`src/rtl/tdc_pkg.sv`:
```
// Shared types and helpers for the multichannel TDC.
// Default geometry, widths, entry layout, state enum.
package tdc_pkg;

  typedef enum logic [1:0] {
    S_IDLE,
    S_ARMED,
    S_RUN
  } state_t;

  localparam int CHANNELS_D   = 4;
  localparam int TAPS_D       = 32;
  localparam int COARSE_W_D   = 12;
  localparam int FIFO_DEPTH_D = 8;

  function automatic int ch_width(input int n);
    return (n <= 1) ? 1 : $clog2(n);
  endfunction

  function automatic int fine_width(input int taps);
    return $clog2(taps + 1);
  endfunction

  localparam int CH_W_D   = ch_width(CHANNELS_D);
  localparam int FINE_W_D = fine_width(TAPS_D);
  localparam int ENTRY_W_D = CH_W_D + COARSE_W_D + FINE_W_D;

  typedef struct packed {
    logic [CH_W_D-1:0]     channel;
    logic [COARSE_W_D-1:0] coarse;
    logic [FINE_W_D-1:0]   fine;
  } entry_t;

  function automatic logic [7:0] sat_inc(input logic [7:0] v);
    return (v == 8'hFF) ? v : v + 8'd1;
  endfunction

endpackage

```
`src/rtl/tdc_multichannel_core_if.sv`:
```
// Timestamp output stream of the TDC core.
// Master drives valid/data, slave drives ready.
interface tdc_multichannel_core_if
  import tdc_pkg::*;
#(
  parameter int W = ENTRY_W_D
) ();
  logic         out_valid;
  logic         out_ready;
  logic [W-1:0] out_data;

  modport master (
    output out_valid,
    output out_data,
    input  out_ready
  );

  modport slave (
    input  out_valid,
    input  out_data,
    output out_ready
  );
endinterface

```
`src/rtl/tdc_sync_fifo.sv`:
```
// Single-clock FIFO, async active-high reset.
// Push while full is accepted when a pop happens in the same cycle.
module tdc_sync_fifo #(
  parameter int W     = 20,
  parameter int DEPTH = 8,
  localparam int AW   = $clog2(DEPTH)
) (
  input  logic         clk,
  input  logic         rst,
  input  logic         i_push,
  input  logic [W-1:0] i_data,
  input  logic         i_pop,
  output logic [W-1:0] o_data,
  output logic         o_full,
  output logic         o_empty
);
  logic [W-1:0] r_mem [DEPTH];
  logic [AW:0]  r_wr;
  logic [AW:0]  r_rd;
  logic         w_wr;
  logic         w_rd;

  assign o_empty = (r_wr == r_rd);
  assign o_full  = (r_wr[AW] != r_rd[AW]) &&
                   (r_wr[AW-1:0] == r_rd[AW-1:0]);
  assign o_data  = r_mem[r_rd[AW-1:0]];
  assign w_rd    = i_pop && !o_empty;
  assign w_wr    = i_push && (!o_full || w_rd);

  // storage write, no reset needed on the data array
  always_ff @(posedge clk) begin
    if (w_wr) r_mem[r_wr[AW-1:0]] <= i_data;
  end

  // read/write pointers with wrap bit
  always_ff @(posedge clk or posedge rst) begin
    if (rst) begin
      r_wr <= '0;
      r_rd <= '0;
    end else begin
      if (w_wr) r_wr <= r_wr + 1'b1;
      if (w_rd) r_rd <= r_rd + 1'b1;
    end
  end
endmodule

```
`src/rtl/tdc_multichannel_core.sv`:
```
// Multichannel TDC: edge capture, popcount fine encode,
// fixed-priority merge of all channels into one FIFO.
module tdc_multichannel_core
  import tdc_pkg::*;
#(
  parameter int CHANNELS   = CHANNELS_D,
  parameter int TAPS       = TAPS_D,
  parameter int COARSE_W   = COARSE_W_D,
  parameter int FIFO_DEPTH = FIFO_DEPTH_D,
  localparam int CH_W      = ch_width(CHANNELS),
  localparam int FINE_W    = fine_width(TAPS),
  localparam int DW        = CH_W + COARSE_W + FINE_W
) (
  input  logic                     clk,
  input  logic                     rst,
  input  logic                     i_mode,
  input  logic                     i_arm,
  input  logic                     i_start,
  input  logic                     i_stop,
  input  logic [CHANNELS-1:0]      i_hit,
  input  logic [CHANNELS*TAPS-1:0] i_therm,
  tdc_multichannel_core_if.master  o_out,
  output logic                     o_busy,
  output logic                     o_overflow,
  output logic [7:0]               o_drop_count
);
  state_t               r_state, w_state_nxt;
  logic                 r_mode;
  logic [COARSE_W-1:0]  r_coarse;
  logic [CHANNELS-1:0]  r_hit_q, r_cap_vld, r_pend, r_done;
  logic [TAPS-1:0]      r_cap_therm [CHANNELS];
  logic [COARSE_W-1:0]  r_cap_coarse [CHANNELS];
  logic [COARSE_W-1:0]  r_pend_coarse [CHANNELS];
  logic [FINE_W-1:0]    r_pend_fine [CHANNELS];
  logic                 r_overflow;
  logic [7:0]           r_drop;

  logic [FINE_W-1:0]    w_fine [CHANNELS];
  logic [CHANNELS-1:0]  w_take, w_cap, w_drop, w_clr;
  logic [CH_W-1:0]      w_sel;
  logic                 w_sel_vld, w_push, w_pop;
  logic                 w_full, w_empty, w_ovf_set;
  logic                 w_arm_acc, w_start_acc;
  logic [7:0]           w_drop_nxt;
  logic [DW-1:0]        w_head, w_push_data;

  assign w_arm_acc   = (r_state == S_IDLE) && i_arm && !i_stop;
  assign w_start_acc = (r_state == S_ARMED) && i_start && !i_stop;

  // a channel ignores edges once done in single-shot mode
  assign w_take = i_hit & ~r_hit_q
                & {CHANNELS{r_state == S_RUN}}
                & ~(r_mode ? '0 : r_done);
  assign w_cap  = w_take & ~(r_cap_vld | r_pend);
  assign w_drop = w_take & (r_cap_vld | r_pend);

  assign w_pop  = o_out.out_valid && o_out.out_ready;
  assign w_push = w_sel_vld && (!w_full || w_pop);
  assign w_push_data = {w_sel, r_pend_coarse[w_sel],
                        r_pend_fine[w_sel]};

  assign o_out.out_valid = !w_empty;
  assign o_out.out_data  = w_empty ? '0 : w_head;
  assign o_busy          = (r_state != S_IDLE);
  assign o_overflow      = r_overflow;
  assign o_drop_count    = r_drop;

  // bubble-tolerant fine code: count of set taps
  always_comb begin
    for (int i = 0; i < CHANNELS; i++) begin
      w_fine[i] = '0;
      for (int j = 0; j < TAPS; j++)
        w_fine[i] = w_fine[i] + FINE_W'(r_cap_therm[i][j]);
    end
  end

  // lowest pending channel wins the single push slot
  always_comb begin
    w_sel_vld = 1'b0;
    w_sel     = '0;
    w_clr     = '0;
    for (int i = CHANNELS - 1; i >= 0; i--) begin
      if (r_pend[i]) begin
        w_sel_vld = 1'b1;
        w_sel     = CH_W'(i);
      end
    end
    if (w_push) w_clr[w_sel] = 1'b1;
  end

  // lost hits counted individually, saturating
  always_comb begin
    w_drop_nxt = r_drop;
    for (int i = 0; i < CHANNELS; i++)
      if (w_drop[i]) w_drop_nxt = sat_inc(w_drop_nxt);
  end

  // run control: stop wins, overflow then completion end a single-shot run
  always_comb begin
    w_state_nxt = r_state;
    w_ovf_set   = 1'b0;
    unique case (r_state)
      S_IDLE: begin
        if (w_arm_acc) w_state_nxt = S_ARMED;
      end
      S_ARMED: begin
        if (i_stop) w_state_nxt = S_IDLE;
        else if (i_start) w_state_nxt = S_RUN;
      end
      S_RUN: begin
        if (i_stop) begin
          w_state_nxt = S_IDLE;
        end else if (!r_mode && (&r_coarse)) begin
          w_state_nxt = S_IDLE;
          w_ovf_set   = 1'b1;
        end else if (!r_mode && (&r_done) &&
                     !(|(r_cap_vld | r_pend))) begin
          w_state_nxt = S_IDLE;
        end
      end
      default: w_state_nxt = S_IDLE;
    endcase
  end

  // state, coarse counter and run-level flags
  always_ff @(posedge clk or posedge rst) begin
    if (rst) begin
      r_state    <= S_IDLE;
      r_mode     <= 1'b0;
      r_coarse   <= '0;
      r_done     <= '0;
      r_overflow <= 1'b0;
      r_drop     <= '0;
      r_hit_q    <= '0;
    end else begin
      r_state <= w_state_nxt;
      r_hit_q <= i_hit;
      if (r_state == S_IDLE) r_mode <= i_mode;
      if (w_start_acc) r_coarse <= '0;
      else if (r_state == S_RUN) r_coarse <= r_coarse + 1'b1;
      if (w_start_acc) r_done <= '0;
      else r_done <= r_done | w_cap;
      if (w_arm_acc) r_overflow <= 1'b0;
      else if (w_ovf_set) r_overflow <= 1'b1;
      if (w_arm_acc) r_drop <= '0;
      else r_drop <= w_drop_nxt;
    end
  end

  // capture stage then encoded pending stage per channel
  always_ff @(posedge clk or posedge rst) begin
    if (rst) begin
      r_cap_vld <= '0;
      r_pend    <= '0;
      for (int i = 0; i < CHANNELS; i++) begin
        r_cap_therm[i]   <= '0;
        r_cap_coarse[i]  <= '0;
        r_pend_coarse[i] <= '0;
        r_pend_fine[i]   <= '0;
      end
    end else begin
      r_cap_vld <= w_cap;
      r_pend    <= (r_pend & ~w_clr) | r_cap_vld;
      for (int i = 0; i < CHANNELS; i++) begin
        if (w_cap[i]) begin
          r_cap_therm[i]  <= i_therm[i*TAPS +: TAPS];
          r_cap_coarse[i] <= r_coarse;
        end
        if (r_cap_vld[i]) begin
          r_pend_coarse[i] <= r_cap_coarse[i];
          r_pend_fine[i]   <= w_fine[i];
        end
      end
    end
  end

  tdc_sync_fifo #(
    .W     (DW),
    .DEPTH (FIFO_DEPTH)
  ) u_fifo (
    .clk     (clk),
    .rst     (rst),
    .i_push  (w_push),
    .i_data  (w_push_data),
    .i_pop   (w_pop),
    .o_data  (w_head),
    .o_full  (w_full),
    .o_empty (w_empty)
  );
endmodule

```
`src/flat_wrapper.sv`:
```
// flat-port wrapper written by rule: the top's interface ports become plain ports
module tdc_multichannel_core_flat import tdc_pkg::*;
#(
  parameter int CHANNELS   = CHANNELS_D,
  parameter int TAPS       = TAPS_D,
  parameter int COARSE_W   = COARSE_W_D,
  parameter int FIFO_DEPTH = FIFO_DEPTH_D,
  localparam int CH_W      = ch_width(CHANNELS),
  localparam int FINE_W    = fine_width(TAPS),
  localparam int DW        = CH_W + COARSE_W + FINE_W
)
  (clk, rst, i_mode, i_arm, i_start, i_stop, i_hit, i_therm, o_busy, o_overflow, o_drop_count, o_out_out_valid, o_out_out_data, o_out_out_ready);
  tdc_multichannel_core_if #(.W(ENTRY_W_D)) o_out_i ();
  input  logic clk;
  input  logic rst;
  input  logic i_mode;
  input  logic i_arm;
  input  logic i_start;
  input  logic i_stop;
  input  logic [CHANNELS-1:0] i_hit;
  input  logic [CHANNELS*TAPS-1:0] i_therm;
  output logic o_busy;
  output logic o_overflow;
  output logic [7:0] o_drop_count;
  output wire logic [$bits(o_out_i.out_valid)-1:0] o_out_out_valid;
  output wire logic [$bits(o_out_i.out_data)-1:0] o_out_out_data;
  input wire logic [$bits(o_out_i.out_ready)-1:0] o_out_out_ready;
  assign o_out_out_valid = o_out_i.out_valid;
  assign o_out_out_data = o_out_i.out_data;
  assign o_out_i.out_ready = o_out_out_ready;
  tdc_multichannel_core #(.CHANNELS(CHANNELS), .TAPS(TAPS), .COARSE_W(COARSE_W), .FIFO_DEPTH(FIFO_DEPTH)) u_core (.clk(clk), .rst(rst), .i_mode(i_mode), .i_arm(i_arm), .i_start(i_start), .i_stop(i_stop), .i_hit(i_hit), .i_therm(i_therm), .o_out(o_out_i), .o_busy(o_busy), .o_overflow(o_overflow), .o_drop_count(o_drop_count));
endmodule
```
`config.mk`:
```
export PLATFORM = sky130hd
export DESIGN_NAME = tdc_multichannel_core_flat
export DESIGN_NICKNAME = d
export VERILOG_FILES = /design/src/rtl/tdc_pkg.sv /design/src/rtl/tdc_multichannel_core_if.sv /design/src/rtl/tdc_sync_fifo.sv /design/src/rtl/tdc_multichannel_core.sv /design/src/flat_wrapper.sv
export SDC_FILE = /design/constraint.sdc
export NUM_CORES = 1
export LEC_CHECK = 0
export ABC_AREA = 1
export BUFFER_PORTS_ARGS = -buffer_cell sky130_fd_sc_hd__buf_2
export CELL_PAD_IN_SITES_DETAIL_PLACEMENT = 0
export CELL_PAD_IN_SITES_GLOBAL_PLACEMENT = 2
export CORE_ASPECT_RATIO = 0.75
export CORE_MARGIN = 1.5
export CORE_UTILIZATION = 34
export DETAILED_ROUTE_END_ITERATION = 6
export HOLD_SLACK_MARGIN = 0.12
export PLACE_DENSITY_LB_ADDON = 0.05
export SLEW_MARGIN = 20
export SYNTH_ARGS = -nofsm -noshare
export SYNTH_HDL_FRONTEND = slang
export SYNTH_HIERARCHICAL = 1
export SYNTH_SLANG_ARGS = --single-unit
```
`constraint.sdc`:
```
create_clock -name clk -period 14.8 [get_ports clk]
set_input_delay 1.48 -clock clk [delete_from_list [all_inputs] [get_ports clk]]
set_output_delay 1.48 -clock clk [all_outputs]
set_load 0.02 [all_outputs]
```
## Word-level counts from Yosys, hierarchy flattened

Memory sizes are Yosys's and may differ from the RTL's.
Cells that the tools add are included.

- Memories: 1
- Register bits after elaboration: 296
- RAM bits: 160
- Input bits: 139

Memory list:

| memory | depth | width | read ports | clocked after memory_dff | write ports | RTL line | text |
|---|---|---|---|---|---|---|---|
| u_core.u_fifo.r_mem | 8 | 20 | 1 | 0 | 1 | tdc_sync_fifo.sv:17 | `logic [W-1:0] r_mem [DEPTH];` |

- Order comparisons: 3
- Add/subtract/negate cells: 131
- Muxes and demuxes: 45
- Eq/ne operators: 12
- Bitwise operators: 14
- Reductions and logical operators: 28

Operators by type and width:

| cell | count |
|---|---|
| adder 6 x 1 -> 6 bit | 120 |
| 2-to-1 mux 8 bit | 9 |
| 2-to-1 mux 12 bit | 4 |
| adder 8 x 1 -> 8 bit (second input constant) | 4 |
| == test 8 bit (second input constant) | 4 |
| AND 4 bit | 6 |
| binary-select mux 12 bit (select 2 bit) | 1 |
| 2-to-1 mux 2 bit | 10 |
| 2-to-1 mux 20 bit | 1 |
| NOT 4 bit | 4 |
| logical AND 1 bit | 13 |
| adder 12 x 1 -> 12 bit (second input constant) | 1 |
| binary-select mux 6 bit (select 2 bit) | 1 |
| 2-to-1 mux 1 bit | 12 |
| 2-to-1 mux 4 bit | 3 |
| 2-to-1 mux 6 bit | 2 |
| bitwise OR 4 bit | 3 |
| AND reduction 12 bit | 1 |
| adder 1 x 1 -> 2 bit | 4 |
| adder 4 x 1 -> 4 bit (second input constant) | 2 |
| case mux 2 bit (3 select lines) | 1 |
| nonzero test 2 bit | 3 |
| logical NOT 1 bit | 5 |
| == test 4 bit | 1 |
| other kinds (17) | 18 |

## Logic depth before layout (Yosys ltp)

Gate-level depths: netlist (run 1).

- Depth after elaboration: 31
- Depth in mapped cells: 33
- Depth with buffers taken out: 32

## Cells and area by module

The synthesis (run 1) kept the hierarchy.

Modules (own cells, without submodules):

| module | instances | cells an instance | sequential area each (µm²) | area an instance (µm²) |
|---|---|---|---|---|
| tdc_multichannel_core | 1 | 1,834 | 7,206.9 | 15,771.4 |
| tdc_sync_fifo | 1 | 533 | 5,004.8 | 6,722.7 |

## Worst setup path before layout (run 1)

No wires, ideal clock.

- Path kind: input to register
- Start point: input port i_hit[0]
- End point: register u_core.r_drop[0], in the netlist u_core/o_drop_count[0]
- Stages on the path: 28
- Required time: 14.682 ns
- Data arrival time: 4.602 ns
- Slack: 10.080 ns
- Path buffers: 1
- Setup time: 0.118 ns
- Cell sequence: inv_1 -> nor2_2 -> nand3_2 -> nor2_4 -> nand2_1 -> nand2_1 -> ha_1 -> nand3_2 -> nor2_4 -> nand3_4 -> nand2_2 -> xor2_4 -> ha_1 -> nand3_2 -> nor2_4 -> nand3_4 -> buf_6 -> nand2_2 -> nand2_1 -> nand2_2 -> inv_2 -> ha_1 -> nand2_1 -> nor2_1 -> nand3_2 -> nand2_2 -> nor2_1 -> nor2_2

- Longest elaborated chain between the ends: 15
- Elaborated cells between the ends (all ways): 18
- Those cells by class: add/sub (3); eq/ne (3); mux (8); bitwise (4)

Ends and longest elaborated chain:

| element | RTL line | text |
|---|---|---|
| start, declared | flat_wrapper.sv:20 | `input logic [CHANNELS-1:0] i_hit;` |
| AND 4 bit (*) | tdc_multichannel_core.sv:51 | `assign w_take = i_hit & ~r_hit_q` |
| AND 4 bit (*) | tdc_multichannel_core.sv:52 | `& {CHANNELS{r_state == S_RUN}}` |
| AND 4 bit (*) | tdc_multichannel_core.sv:53 | `& ~(r_mode ? '0 : r_done);` |
| AND 4 bit (*) | tdc_multichannel_core.sv:55 | `assign w_drop = w_take & (r_cap_vld \| r_pend);` |
| 2-to-1 mux 8 bit (*) | tdc_multichannel_core.sv:95 | `if (w_drop[i]) w_drop_nxt = sat_inc(w_drop_nxt);` |
| adder 8 x 1 -> 8 bit / == test 8 bit (equally long branches) | tdc_pkg.sv:35 | `return (v == 8'hFF) ? v : v + 8'd1;` |
| 2-to-1 mux 8 bit | tdc_pkg.sv:35 |  |
| 2-to-1 mux 8 bit (*) | tdc_multichannel_core.sv:95 |  |
| adder 8 x 1 -> 8 bit / == test 8 bit (equally long branches) | tdc_pkg.sv:35 |  |
| 2-to-1 mux 8 bit | tdc_pkg.sv:35 |  |
| 2-to-1 mux 8 bit (*) | tdc_multichannel_core.sv:95 |  |
| adder 8 x 1 -> 8 bit / == test 8 bit (equally long branches) | tdc_pkg.sv:35 |  |
| 2-to-1 mux 8 bit | tdc_pkg.sv:35 |  |
| 2-to-1 mux 8 bit (*) | tdc_multichannel_core.sv:95 |  |
| 2-to-1 mux 8 bit (*) | tdc_multichannel_core.sv:145 | `if (w_arm_acc) r_drop <= '0;` |
| end signal, assigned | tdc_multichannel_core.sv:146 | `else r_drop <= w_drop_nxt;` |
| end, declared | tdc_multichannel_core.sv:36 | `logic [7:0] r_drop;` |

Every way passes the cells marked *; elsewhere a longest branch is shown, timed or not.
A chain may end at the register's enable or synchronous reset.

## Worst setup path after layout (run 1)

- Start point: register u_core.u_fifo.r_rd[1]
- End point: output port o_out_out_data[8]

- Longest elaborated chain between the ends: 2
- Elaborated cells between the ends (all ways): 3
- Those cells by class: eq/ne (1); mux (1); memory (1)

Ends and longest elaborated chain:

| element | RTL line | text |
|---|---|---|
| start, declared | tdc_sync_fifo.sv:19 | `logic [AW:0] r_rd;` |
| start signal, assigned | tdc_sync_fifo.sv:42 | `if (w_rd) r_rd <= r_rd + 1'b1;` |
| == test 4 bit | tdc_sync_fifo.sv:23 | `assign o_empty = (r_wr == r_rd);` |
| net u_core.w_empty | tdc_multichannel_core.sv:42 | `logic w_full, w_empty, w_ovf_set;` |
| 2-to-1 mux 20 bit | tdc_multichannel_core.sv:63 | `assign o_out.out_data = w_empty ? '0 : w_head;` |
| end, declared | flat_wrapper.sv:26 | `output wire logic [$bits(o_out_i.out_data)-1:0] o_out_out_data;` |

The timed path passes the listed nets, and every way through them passes these cells.

==> reports/results.ini, run 1 <==
[critical_path]
r2r_end = u_core/r_pend_fine[22]
worstReg2RegStart = u_core/r_cap_therm[115]
path_cells = buf_4 -> inv_2 -> nand2_1 -> nand2_2 -> nor2_4 -> nand3_2 -> inv_1 -> nor2_1 -> buf_2
rr_worst_depth = 19
max_stage_delay_ns = 0.73
worstPathRequired_ns = 13.32
setup.worst_path.start_class = flop
criticalPathCategory = reg2out
cp_max_fo = 45
arrival_ns = 3.70
r2r_setup_slack_ns = 9.95
cp_slowest_cell = inv_1
crit_path_end_kind = primary output

[clocking]
cts_resized = 0
clock_path_buffers = 3
h-tree-depth = 2
clk_pin_slew_ns = 0.06
hold_buffers = 0
cts_tree = yes
clk_latency_ns = 0.59
cts-root-buf = clkbuf_16
cts_buffers = 50
post_cts_buffers = 0
numClockSinks = 456

[hold_path]
whs_endpoint = u_core/r_pend_coarse[34]
worstHoldPathCells = 2
min_from = u_core/r_pend_coarse[34]
worstHoldPathType = reg2reg

[sta]
finalSetupTns_ns = 0
finalClockSkew_ns = 0.0253
tightest_slew_ns = 1.15
finalHoldViolCount = 0
layout_min_cycle_time_ns = 5.18
drv_slew = 0
slew-limit-headroom = 0.232
finalSetupViolations = 0
fmax_mhz = 193
worst_slack_ns = 9.62
rsz0062_at_grt = no
timing.final.crit_share = 0.350

[routing]
drtIter0Drc = 857
drtAntennaViolNets = 0
num_vias = 16100
drc = 0
wirelength_um = 60600
vias_per_cell = 4.68
wl_per_cell_um = 17.6
firstDrtPassIters = 5

[final_layout]
nFillCells = 6627
multi_input_area_um2 = 8720
nNetsFinal = 2797
seqCellArea_um2 = 12200
postLayoutCellArea_um2 = 25900
drive_gt1_frac = 0.142
area_growth_pct = 15.1

[global_route]
overflow = 0
grt_max_degree = 92
grt_pass1_wl_um = 95500
grt_pass1_vias = 16300
antenna_found_initial = 1
track_usage = 0.183

[die]
initial_core_util = 0.345
die_w_um = 300
die-area_um2 = 67700
design.core.area_um2 = 65300
placement_rows = 81
pin_count = 170
die_height_um = 226

[placement]
pre_cts_slack_ns = 9.45
io_buffers = 169
dpl-instance-area_um2 = 24300
place.gp.congestion = 0.833
dp_hpwl_um = 40600

[synthesis]
synth_edf_count = 160
synth-async-reset-ratio = 0.649
avgSynthCellArea_um2 = 9.50
ys_warn_count = 6
ys.flop_type = dfrtp_1
ys_seq_area_frac = 0.543
synth.distinct_cells = 49
synthCells = 2367
synth.cell_area_um2 = 22500
yosys_register_bits = 456
synth_nets = 2637

[job]
max-cap-violations = 0

[status]
outcome = finished clean

## metal layers
layer | part of all wire | global-route usage
met1 | 0.50 | 0.272
met2 | 0.45 | 0.286
met3 | 0.031 | 0.0234
met4 | 0.017 | 0.0401
met5 | 0 | 0
## cell usage in the layout, fill, tap and decap left out, drive strengths merged, types with 19 or more instances in the layout
cell type and instances:
buf 201, o22ai 40, clkbuf 69, nand3 60, edfxtp 160, fa 96
nor2 221, o21ai 271, inv 317, ha 35, a21oi 43, clkinv 19
dfrtp 296, nand2 654
## cell usage after synthesis (all sizes together), types with 2 or more instances
cell,n,share of area
nand2,654,0.11
a21oi,43,0.010
a31oi,5,0.0014
clkinv,5,0.00083
xor2,7,0.0036
nor4,2,0.00056
xnor2,3,0.0015
o311ai,2,0.00078
edfxtp,160,0.21
o211ai,4,0.0013
o21ai,271,0.061
o22ai,40,0.011
nand3b,5,0.0017
nor3,12,0.0027
o221ai,16,0.0062
nand4,11,0.0044
inv,317,0.053
buf,16,0.0047
fa,96,0.085
nand3,60,0.017
dfrtp,296,0.33
a211oi,4,0.0013
clkbuf,77,0.013
nor2,221,0.042
ha,35,0.019
## area by class of cell
cell class,count,area share
multi-input combinational,1496,0.337
tap,871,0.0421
timing repair buffer,201,0.0419
sequential,456,0.472
inverter,322,0.0471
antenna,1,0.0000966
clock buffer,69,0.0530
clock inverter,21,0.00768
## flip-flops by register name, summed over array words and instances, names as in the netlist
name / cells
u_core/u_fifo/r_mem: 160
u_core/r_cap_therm: 128
u_core/r_cap_coarse: 48
u_core/r_pend_coarse: 48
u_core/r_pend_fine: 24
u_core/r_coarse: 12
u_core/o_drop_count: 8
u_core/r_cap_vld: 4
u_core/r_done: 4
u_core/r_hit_q: 4
u_core/r_pend: 4
u_core/u_fifo/r_rd: 4
u_core/u_fifo/r_wr: 4
u_core/r_state: 2
u_core/o_overflow: 1
u_core/r_mode: 1
## how the worst max path moves through the flow
| stage | from | end | slack [ns] | cells past startpoint |
|---|---|---|---|---|
| 2_1_floorplan | rst | u_core/o_drop_count[0] | 5.37 | 1 |
| 3_3_place_gp | i_hit[0] | u_core/o_drop_count[1] | 9.57 | 28 |
| 3_5_place_dp | i_hit[0] | u_core/o_drop_count[1] | 9.45 | 28 |
| 4_1_cts | u_core/u_fifo/r_rd[1] | o_out_out_data[8] | 9.50 | 9 |
| 5_1_grt | u_core/u_fifo/r_rd[1] | o_out_out_data[8] | 9.30 | 9 |
| 6_report | u_core/u_fifo/r_rd[1] | o_out_out_data[8] | 9.62 | 9 |
## per-stage QoR
step	std cells	hold slack (ns)	utilization
floorplan	2367	0.437	-
global placement	3346	0.449	0.372
detailed placement	3346	0.454	0.372
CTS	3436	0.469	0.397
global route	3436	0.478	0.397
finish	3437	0.465	0.397
## critical path: cells and delay by family (launching register included)
family                 cells  cell delay (ns)
and+or+nand+nor            5             0.82
DFF                        1             0.32
buffers and inverters      4             1.96
## cells by family after synthesis
family	count (synthesis)	synth area share
flip-flops	456	0.543
XOR/XNOR	10	0.00506
adder cells (fa/ha/maj)	131	0.105
AND/OR/NAND/NOR	966	0.181
buffers and inverters	415	0.0715
AO/OA/AOI/OAI	389	0.0946
Power of run 1 is not shown: default switching activity piles up to over one toggle a cycle in this logic, so the estimate is an artifact.
==> inputs of run 2 (changes only) <==
Clock period 14.8 ns to 5.15 ns, I/O delays scaled along.
==> reports/results.ini, run 2 (synthesis results as in run 1) <==
[status]
outcome = finished clean

[critical_path]
max_stage_delay_ns = 0.61
arrival_ns = 5.21
crit_path_end_kind = flop
worstPathRequired_ns = 5.61
cp_max_fo = 2
criticalPathCategory = reg2reg
cpLargestDelayFamily = adder cells
cp_slowest_cell = fa_1
path_cells = fa_1 -> inv_1 -> fa_1 -> inv_1 -> fa_1 -> inv_1 -> fa_1 -> fa_1 -> fa_1 -> inv_1 -> ha_1 -> nand2_1 -> nor2_1 -> a211oi_1 -> nor2_1 -> o211ai_1 -> o21ai_0
crit_buf_inv = 4
path_common_cell = fa_1
setup.worst_path.start_class = flop

[placement]
dp.cells = 3351
dp_hpwl_um = 40300
io_buffers = 169
place.gp.congestion = 0.758

[global_route]
antenna_found_initial = 0
grt_pass1_vias = 16400
overflow = 0
track_usage = 0.180
grt_max_degree = 113
grt_pass1_wl_um = 94200

[clocking]
clk_latency_ns = 0.59
h-tree-depth = 2
cts_buffers = 49
numClockSinks = 456
cts-root-buf = clkbuf_16
cts_tree = yes
clock_path_buffers = 3
clk_pin_slew_ns = 0.06

[final_layout]
layout_commonest_cell = nand2_1
area_growth_pct = 19.0
insertedDiodeCount = 0
largest_reg_flops = 160
drive_gt1_frac = 0.136
mostFrequentLayoutCells = 629 x nand2_1, 304 x inv_1, 295 x dfrtp_1
stdcell_count = 3519
nFillCells = 6623
utilization = 0.410
nNetsFinal = 2878

[die]
initial_core_util = 0.345
die_height_um = 226
pin_count = 170
design.core.area_um2 = 65300
placement_rows = 81
die-area_um2 = 67700
die_w_um = 300

[sta]
layout_min_cycle_time_ns = 4.76
finalSetupTns_ns = 0
rsz0062_at_grt = no
slew-limit-headroom = 0.262
fmax_mhz = 210
drv_slew = 0
timing.final.crit_share = 0.924
finalHoldViolCount = 0
finalSetupViolations = 0
tightest_slew_ns = 1.11
finalClockSkew_ns = 0.0113

[routing]
drc = 0
wl_per_cell_um = 16.9
wirelength_um = 59400
num_vias = 16300
drtAntennaViolNets = 0
drtIter0Drc = 861
firstDrtPassIters = 5
vias_per_cell = 4.62

[job]
max-cap-violations = 0

[hold_path]
worstHoldPathType = in2reg

==> run 2: cell types whose count changed in the layout (fill, tap and decap cells not counted), moves of 2 or more <==
cell / previous run / this run
clkbuf_1: 14 / 18
buf_12: 0 / 4
clkbuf_8: 5 / 7
clkinv_2: 11 / 3
dlygate4sd3_1: 0 / 77
o221ai_1: 14 / 16
o221ai_2: 2 / 0
clkinv_1: 7 / 11
==> run 2: through the flow <==
| stage | setup WS, ns | hold WS (ns) | cell area [um2] |
|---|---|---|---|
| global placement | 0.399 | 0.450 | 24400 |
| CTS | 0.359 | 0.120 | 26800 |
| finish | 0.393 | 0.147 | 26800 |
| global route | 0.0618 | 0.125 | 26800 |
| floorplan | 0.596 | 0.331 | 22500 |
| detailed placement | 0.374 | 0.453 | 24400 |
==> run 2: path summary, 6_finish.rpt <==
check,start,cells after the start,endpoint,slack (ns)
setup / recovery,u_core/r_cap_therm[49],17,u_core/r_pend_fine[11],0.39
hold / removal,i_therm[10],3,u_core/r_cap_therm[106],0.15
setup reg to reg,u_core/r_cap_therm[49],17,u_core/r_pend_fine[11],0.39
hold reg to reg,u_core/r_pend_coarse[29],2,u_core/r_pend_coarse[29],0.47
max in group asynchronous,rst,4,u_core/r_cap_therm[83],3.60
min in group asynchronous,rst,3,u_core/u_fifo/r_rd[3],0.46
==> run 2: area by class of cell <==
class,count,area (um2),share of cell area
clock inverters,15,151,0.00566
clock buffers,76,1440,0.0538
flip-flops and latches,456,12200,0.456
inverters,322,1210,0.0454
multi-input cells,1496,8700,0.325
well taps,871,1090,0.0407
repair buffers,283,1940,0.0727
==> run 2: tightest hold or removal path, cell delays in order <==
cell	delay, ns
buf_2	0.08
nand2_1	0.05
nand2_1	0.05
==> run 2: layer usage <==
layer | track usage | routed length (um) | vias to the layer above
met3 | 0.0232 | 2030 | 55
met2 | 0.273 | 25700 | 189
met5 | 0 | 0 | -
met4 | 0.0367 | 796 | 0
met1 | 0.273 | 30800 | 7966
li1 | - | - | 8053
==> run 2: timing repair <==
item | 4_1_cts | 5_1_grt
resized for setup | 0 | 0
buffers inserted | 0 | 0
hold buffers | 77 | 0
endpoints found under the hold margin | 98 | 0
Power of run 2 is left out for the same reason.
==> inputs of run 3 (changes only) <==
Settings changed: BUFFER_PORTS_ARGS -buffer_cell sky130_fd_sc_hd__buf_2 to not set, DONT_BUFFER_PORTS set to 1.
==> reports/results.ini, run 3 (synthesis results as in run 1) <==
[status]
outcome = finished clean

[placement]
place.gp.congestion = 0.752
dp.cells = 3186
dp_hpwl_um = 40100
io_buffers = 0

[die]
initial_core_util = 0.345
die_height_um = 226
pin_count = 170
placement_rows = 81
die_w_um = 300
die-area_um2 = 67700
design.core.area_um2 = 65300

[critical_path]
worstPathRequired_ns = 5.60
path_cells = fa_1 -> inv_1 -> fa_1 -> inv_1 -> fa_1 -> inv_1 -> fa_1 -> fa_1 -> fa_1 -> inv_1 -> ha_1 -> nand2_1 -> nor2_1 -> a211oi_1 -> nor2_1 -> o211ai_1 -> o21ai_0
path_common_cell = fa_1
worstReg2RegStart = u_core/r_cap_therm[49]
cp_max_fo = 2
criticalPathCategory = reg2reg
setup.worst_path.start_class = flop
critPathLaunch = u_core/r_cap_therm[49]
max_stage_delay_ns = 0.61
crit_path_end_kind = flop
cp_slowest_cell = fa_1
arrival_ns = 5.26

[global_route]
grt_pass1_vias = 16100
antenna_found_initial = 1
overflow = 0
grt_pass1_wl_um = 94600
grt_max_degree = 137
track_usage = 0.182

[routing]
wirelength_um = 60300
drtAntennaViolNets = 0
drtIter0Drc = 932
vias_per_cell = 4.68
wl_per_cell_um = 17.7
num_vias = 16000
firstDrtPassIters = 7
drc = 0

[clocking]
clk_latency_ns = 0.59
post_cts_buffers = 0
clock_path_buffers = 3
cts_tree = yes
numClockSinks = 456
clk_pin_slew_ns = 0.06
cts-root-buf = clkbuf_16
h-tree-depth = 2
cts_buffers = 50

[job]
max-cap-violations = 0

[final_layout]
layout_commonest_cell = nand2_1
stdcell_count = 3415
utilization = 0.408
largest_reg_flops = 160
nNetsFinal = 2773
mostFrequentLayoutCells = 629 x nand2_1, 304 x inv_1, 294 x dfrtp_1
drive_gt1_frac = 0.0810
nFillCells = 6507
area_growth_pct = 18.5

[sta]
finalHoldViolCount = 0
timing.final.crit_share = 0.934
layout_min_cycle_time_ns = 4.81
slew-limit-headroom = 0.223
drv_slew = 0
rsz0062_at_grt = no
fmax_mhz = 208
finalSetupViolations = 0
finalClockSkew_ns = 0.0193
finalSetupTns_ns = 0
tightest_slew_ns = 1.17

[hold_path]
min_from = i_stop
worstHoldPathType = in2reg

run 3: changes by cell type in the layout (fill, tap and decap cells not counted), sizes merged:
cell,previous run,this run
dlygate4sd3,77,136
bufinv,3,5
buf,206,41
diode,0,1
clkinv,14,10
clkinvlp,3,2
clkbuf,76,80
run 3: path summary, 6_finish.rpt:
| path | end | slack, ns | depth (start not counted) |
|---|---|---|---|
| worst max register to register | u_core/r_pend_fine[11] | 0.34 | 17 |
| min in group asynchronous | u_core/u_fifo/r_rd[3] | 0.44 | 2 |
| worst min register to register | u_core/r_pend_coarse[29] | 0.46 | 2 |
| worst max-delay path | u_core/r_pend_fine[11] | 0.34 | 17 |
| worst min-delay path | u_core/o_overflow | 0.17 | 2 |
| max in group asynchronous | u_core/r_cap_therm[92] | 3.36 | 3 |
run 3: area by class of cell:
class | instances | area, um2 | area share
Sequential cell | 456 | 12200 | 0.458
Multi-Input combinational cell | 1496 | 8700 | 0.327
Timing Repair Buffer | 177 | 1680 | 0.0631
Clock buffer | 80 | 1560 | 0.0584
Inverter | 322 | 1210 | 0.0456
Tap cell | 871 | 1090 | 0.0409
Clock inverter | 12 | 189 | 0.00709
Antenna cell | 1 | 2.50 | 0.0000939
run 3: repair_timing:
item / 4_1_cts / 5_1_grt
endpoints found under the hold margin: 163 / 0
hold buffers: 136 / 0
setup endpoints to repair: 0 / 0
gates resized for setup: 0 / 0
run 3: per-stage QoR:
step / hold WS (ns) / setup slack, ns / instance area (um2)
after floorplan: 0.331 / 0.596 / 22500
after global placement: 0.385 / 0.368 / 23500
after detailed placement: 0.385 / 0.353 / 23500
after CTS: 0.131 / 0.337 / 26600
after global routing: 0.159 / 0.0486 / 26600
final: 0.171 / 0.341 / 26700
run 3: critical path, delay by kind of cell (launching register included):
kind,cells,cell delay [ns]
adders and majority gates,7,3.26
buffers and inverters,4,0.21
AOI/OAI and AO/OA,3,0.60
and+or+nand+nor,3,0.21
DFF,1,0.40
run 3: routing by layer:
| layer | GRT usage | vias up | wire (um) |
|---|---|---|---|
| met2 | 0.275 | 207 | 26200 |
| li1 | - | 7844 | - |
| met1 | 0.274 | 7873 | 30800 |
| met3 | 0.0278 | 65 | 2340 |
| met5 | 0 | - | 0 |
| met4 | 0.0384 | 0 | 963 |
Power of run 3 is left out for the same reason.
